$ cat config.mk
export PLATFORM = sky130hd
export DESIGN_NAME = videoram_streamer
export DESIGN_NICKNAME = d
export VERILOG_FILES = /design/src/rtl/videoram_streamer.sv
export SDC_FILE = /design/constraint.sdc
export NUM_CORES = 1
export LEC_CHECK = 0
export ABC_AREA = 1
export BUFFER_PORTS_ARGS = -buffer_cell sky130_fd_sc_hd__buf_2
export CORE_ASPECT_RATIO = 0.8
export CORE_MARGIN = 2
export CORE_UTILIZATION = 60
export CTS_BUF_LIST = sky130_fd_sc_hd__clkbuf_8
export DETAILED_ROUTE_END_ITERATION = 10
export HOLD_SLACK_MARGIN = 0.02
export PLACE_DENSITY_LB_ADDON = 0.15
export SYNTH_ARGS = -nofsm -noshare
export SYNTH_HDL_FRONTEND = slang
export SYNTH_SLANG_ARGS = --single-unit
$ cat constraint.sdc
create_clock -name clk -period 5.24 [get_ports clk]
set_input_delay 0.262 -clock clk [delete_from_list [all_inputs] [get_ports clk]]
set_output_delay 0.262 -clock clk [all_outputs]
set_load 0.03 [all_outputs]
$ cat src/rtl/videoram_streamer.sv
// Read-side master for the 32-bit videoram port. Sweeps NUM_WORDS words from BASE_ADDR and
// prefetches them into a small word FIFO. Credits cover both buffered and in-flight reads, so a
// stalled consumer can never overrun the FIFO. Each word is emitted as four bytes, least
// significant byte first, with sof/eof framing and a registered done pulse.
module videoram_streamer #(
  parameter int unsigned ADDR_W     = 12,
  parameter int unsigned BASE_ADDR  = 0,
  parameter int unsigned NUM_WORDS  = 4096,
  parameter int unsigned RD_LATENCY = 1,
  parameter int unsigned FIFO_DEPTH = 4
) (
  input  logic              clk,
  input  logic              reset,
  input  logic              start,
  output logic              busy,
  output logic              done,
  output logic [ADDR_W-1:0] vram_addr,
  input  logic [31:0]       vram_data,
  output logic [7:0]        out_data,
  output logic              out_valid,
  input  logic              out_ready,
  output logic              out_sof,
  output logic              out_eof
);

  localparam int unsigned CntW = ADDR_W + 1;
  localparam int unsigned PtrW = $clog2(FIFO_DEPTH);
  localparam int unsigned FcW  = $clog2(FIFO_DEPTH) + 1;
  localparam logic [CntW-1:0]   LastWord = CntW'(NUM_WORDS - 1);
  localparam logic [ADDR_W-1:0] Base     = ADDR_W'(BASE_ADDR);
  localparam logic [FcW-1:0]    Depth    = FcW'(FIFO_DEPTH);

  typedef enum logic [1:0] {StIdle, StFetch, StDrain} state_e;

  state_e                state_q, state_d;
  logic [ADDR_W-1:0]     addr_q;
  logic [CntW-1:0]       issued_q;
  logic [CntW-1:0]       out_word_q;
  logic [RD_LATENCY-1:0] pipe_q;
  logic [31:0]           fifo_mem [FIFO_DEPTH];
  logic [PtrW-1:0]       wr_ptr_q, rd_ptr_q;
  logic [FcW-1:0]        fifo_cnt_q;
  logic [1:0]            byte_q;
  logic                  done_q;

  logic [FcW-1:0] inflight;
  logic [31:0]    head;
  logic           go, issue, push, pop, xfer, last_xfer;

  // Count reads still travelling through the RAM latency pipe.
  always_comb begin
    inflight = '0;
    for (int i = 0; i < int'(RD_LATENCY); i++) begin
      inflight = inflight + FcW'(pipe_q[i]);
    end
  end

  // Credit check, capture/pop strobes and the byte output view of the FIFO head.
  always_comb begin
    go        = (state_q == StIdle) && start;
    issue     = (state_q == StFetch) && ((fifo_cnt_q + inflight) < Depth);
    push      = pipe_q[RD_LATENCY-1];
    head      = fifo_mem[rd_ptr_q];
    out_valid = (fifo_cnt_q != '0);
    out_data  = out_valid ? head[8*byte_q +: 8] : 8'h00;
    out_sof   = out_valid && (out_word_q == '0) && (byte_q == 2'd0);
    out_eof   = out_valid && (out_word_q == LastWord) && (byte_q == 2'd3);
    xfer      = out_valid && out_ready;
    pop       = xfer && (byte_q == 2'd3);
    last_xfer = xfer && out_eof;
  end

  // Next-state logic: fetch until every read is issued, then drain until eof is accepted.
  always_comb begin
    state_d = state_q;
    unique case (state_q)
      StIdle:  if (start) state_d = StFetch;
      StFetch: if (issue && (issued_q == LastWord)) state_d = StDrain;
      StDrain: if (last_xfer) state_d = StIdle;
      default: state_d = StIdle;
    endcase
  end

  // Control state, address/issue counters, latency pipe, FIFO pointers and byte framing.
  always_ff @(posedge clk) begin
    if (reset) begin
      state_q    <= StIdle;
      addr_q     <= Base;
      issued_q   <= '0;
      out_word_q <= '0;
      pipe_q     <= '0;
      wr_ptr_q   <= '0;
      rd_ptr_q   <= '0;
      fifo_cnt_q <= '0;
      byte_q     <= '0;
      done_q     <= 1'b0;
    end else begin
      state_q <= state_d;
      done_q  <= last_xfer;
      pipe_q[0] <= issue;
      for (int i = 1; i < int'(RD_LATENCY); i++) begin
        pipe_q[i] <= pipe_q[i-1];
      end
      if (go) begin
        addr_q   <= Base;
        issued_q <= '0;
      end else if (issue) begin
        addr_q   <= addr_q + 1'b1;
        issued_q <= issued_q + 1'b1;
      end
      if (push) wr_ptr_q <= wr_ptr_q + 1'b1;
      if (pop)  rd_ptr_q <= rd_ptr_q + 1'b1;
      if (push && !pop) begin
        fifo_cnt_q <= fifo_cnt_q + 1'b1;
      end else if (pop && !push) begin
        fifo_cnt_q <= fifo_cnt_q - 1'b1;
      end
      if (xfer) begin
        byte_q <= byte_q + 1'b1;
        if (byte_q == 2'd3) out_word_q <= last_xfer ? '0 : out_word_q + 1'b1;
      end
    end
  end

  // FIFO storage; contents need no reset because the count gates visibility.
  always_ff @(posedge clk) begin
    if (push) fifo_mem[wr_ptr_q] <= vram_data;
  end

  // The credit rule must make a write into a full FIFO impossible.
  always_ff @(posedge clk) begin
    if (!reset) assert (!(push && (fifo_cnt_q == Depth)));
  end

  assign vram_addr = addr_q;
  assign busy      = (state_q != StIdle);
  assign done      = done_q;

endmodule

==> out/qor.csv <==
metric,value,unit
status,completed,
Final Cycle Share,0.615,
R2R depth,7,
die area,14600,um^2
slew margin rel.,0.298,
RSZ-0062 raised after global routing,no,
Placer Congestion,0.832,
CP max-delay cell,inv_2,
syn nets,950,
Synth Warn #,0,
cells along the critical path,buf_4 > inv_2 > nand2_1 > nand3_1 > nand3_1 > nand3_1 > a21oi_1 > buf_2,
Netlist Area Pre-Place,8190,um^2
DR WL/cell,14.4,um
CP startpoint kind,flip-flop,
number of diodes,0,
Hold Crit Class,in -> reg,
die height,109,um
Final HPWL DP,10300,um
Worst-Margin Slew,1.05,ns
"Clk pin slew, worst setup/hold paths",0.09,ns
CTS tree,yes,
clock power share,0.323,
Via density,5.20,
starting density of the core,0.609,
syn avg cell area,9.08,um^2
top cell type's share of synthesized area,0.469,
initial antenna violation count,1,
Core Region,13500,um^2
CTS HTree Levels,4,
Worst Path Required,4.98,ns
clock tree buffer depth,2,
row count,38,
fin nets,1032,
Sw Ratio,0.246,
P per Cell Area,287,nW/um^2
Final Skew,0.0106,ns
Pint,1990,uW
register area share after synthesis,0.599,
Critical Path AT,2.96,ns
final wirelength,16900,um
"Top cell by count, worst path",nand3_1,
switching power,649,uW
design area,9210,um^2
Crit. End Element,output port,
Num Clock Sinks,181,
residual DRC count,0,
worst IR drop on VDD,199,uV
post-CTS setup buffers,0,
final hold viol count,0,
CP Max Fanout,65,
Die W,135,um
vias in the first global route,5645,
Sequential Power Share,0.594,
Post-DP Area,8600,um^2
drt pass-1 iters,5,
Antenna Nets Post-Route,0,
Setup-failing EPs final,0,
fin cells,1176,
share of post-route cells with drive strength above 1,0.122,
Num CTS Buffers,17,
GR Overflow Total,0,
max-cap viol count,0,
DR vias,6111,
synth top area cells,"edfxtp_1 47%, dfxtp_1 13%, nand2_1 13%, nand3_1 6.0%, inv_1 4.8%",
Initial DRC Count,546,
total track usage,0.244,
# IOs,61,
worst hold path cell count,1,
largest net degree at the start of global routing,66,
Synth area leader,edfxtp_1,
first-pass GRT wire length,27400,um
worst skew pair latency,0.46,ns
critical path's largest stage delay,0.62,ns
worst setup path category,reg -> out,
Logic pwr share,0.083,
Leak Pwr,0.00369,uW
Period minus WS final,3.22,ns
TNS Setup,0,ns
register bit total from synthesis,181,
Yosys cell types,36,
"worst slack, placed",2.53,ns
Gate Count Post-Synth,902,
Root Buffer,clkbuf_8,
filler instances,1056,
Max Clk Rate,310,MHz
placed cell count,1118,
PnR worst setup slack,2.02,ns
# port buffers,60,
Final Util,0.685,
Area Growth Syn to Fin,12.5,%
Pins Over Slew Limit,0,
==> power by group through the flow <==
stage,combinational (uW),sequential [uW],clock [uW]
after floorplan,135,1600,0
after global placement,202,1600,0
after detailed placement,204,1600,0
after CTS,220,1570,868
after global routing,241,1570,922
final,219,1570,853
==> cells by family (layout without fill, tap and decap cells) <==
logic type,Yosys count,count (layout),share of synthesized area
buffers and inverters,145,239,0.0732
and+or+nand+nor,488,488,0.256
AOI/OAI and AO/OA,66,66,0.0420
adders and majority gates,12,12,0.0192
xor gates and xnor gates,10,10,0.0107
DFF,181,181,0.599
==> cells in the final DEF (no fill, tap or decap), drive strengths merged <==
cell / Yosys / final
o21a: 1 / 1
nor3: 5 / 5
edfxtp: 128 / 128
ha: 11 / 11
bufinv: 0 / 1
a21oi: 43 / 43
clkinv: 1 / 6
xnor2: 6 / 6
clkbuf: 13 / 17
a211oi: 1 / 1
nor4: 1 / 1
fa: 1 / 1
clkinvlp: 0 / 3
xor2: 4 / 4
nor2: 84 / 84
nand3: 103 / 103
inv: 113 / 118
dlygate4sd3: 0 / 27
buf: 18 / 67
nand3b: 2 / 2
dfxtp: 53 / 53
a31oi: 1 / 1
nand2: 283 / 283
o21ai: 20 / 20
nand4: 10 / 10
==> registers in the layout, indices dropped and copies added, names as in the netlist, named ones only <==
signal      cells
byte_q          2
done            1
fifo_cnt_q      3
fifo_mem      128
issued_q       13
out_word_q     13
pipe_q          1
rd_ptr_q        2
state_q         2
vram_addr      12
wr_ptr_q        2
==> synth_stat cells <==
master    instances
buf_2            11
a31oi_1           1
nand3_2           3
nand3_1          99
clkinv_1          1
nand3b_2          1
nor2_1           76
nand2_2           3
nand4_1          10
nor2_8            1
nor4_1            1
a21oi_1          41
buf_8             1
nor3_1            5
o21ai_0          16
nand3_4           1
nand3b_1          1
buf_1             2
nand2_1         279
inv_1           105
ha_1             11
edfxtp_1        128
a211oi_1          1
o21a_1            1
nor2_2            4
nand2_4           1
xnor2_1           6
dfxtp_1          53
nor2_4            3
xor2_1            4
a21oi_2           2
buf_6             4
clkbuf_1         13
fa_1              1
inv_2             8
o21ai_1           4
==> per-layer routing <==
layer,up-vias,global-route usage,share of wire
met4,2,0.0850,0.012
met5,-,0,0.00083
li1,3091,-,-
met2,224,0.370,0.44
met3,21,0.0581,0.085
met1,2773,0.349,0.46
==> area by class of cell <==
| type | count | area (um^2) | share of cell area |
|---|---|---|---|
| timing repair buffer | 94 | 623 | 0.0676 |
| clock buffer | 17 | 234 | 0.0254 |
| multi-input combinational | 576 | 2690 | 0.292 |
| sequential | 181 | 4910 | 0.532 |
| tap | 180 | 225 | 0.0244 |
| clock inverter | 14 | 111 | 0.0121 |
| inverter | 114 | 428 | 0.0464 |
==> worst max-delay path: cells and delay by family, from the launching register on <==
| family | cells | cell delay [ns] |
|---|---|---|
| AO/OA/AOI/OAI | 1 | 0.21 |
| AND/OR/NAND/NOR | 4 | 0.52 |
| buffers and inverters | 3 | 1.37 |
| flip-flops | 1 | 0.32 |
==> path summary, 6_finish.rpt <==
check | startpoint | endpoint | slack [ns]
max | flip-flop | out_data[7] | 2.02
min | vram_data[19] | fifo_mem[3][19] | 0.04
max reg2reg | byte_q[1] | fifo_cnt_q[1] | 2.86
min reg2reg | out_word_q[12] | out_word_q[12] | 0.47
==> metrics by stage <==
stage	total power [uW]	hold slack [ns]
4_1_cts	2660	0.0257
6_report	2640	0.0441
2_1_floorplan	1730	0.361
3_5_place_dp	1810	0.458
3_3_place_gp	1800	0.449
5_1_grt	2730	0.0256
==> timing repair <==
item	4_1_cts	5_1_grt
hold endpoints to repair	105	0
hold buffers	27	0
gates resized for setup	0	0
Note: power is estimated with default switching activity, not from simulation.
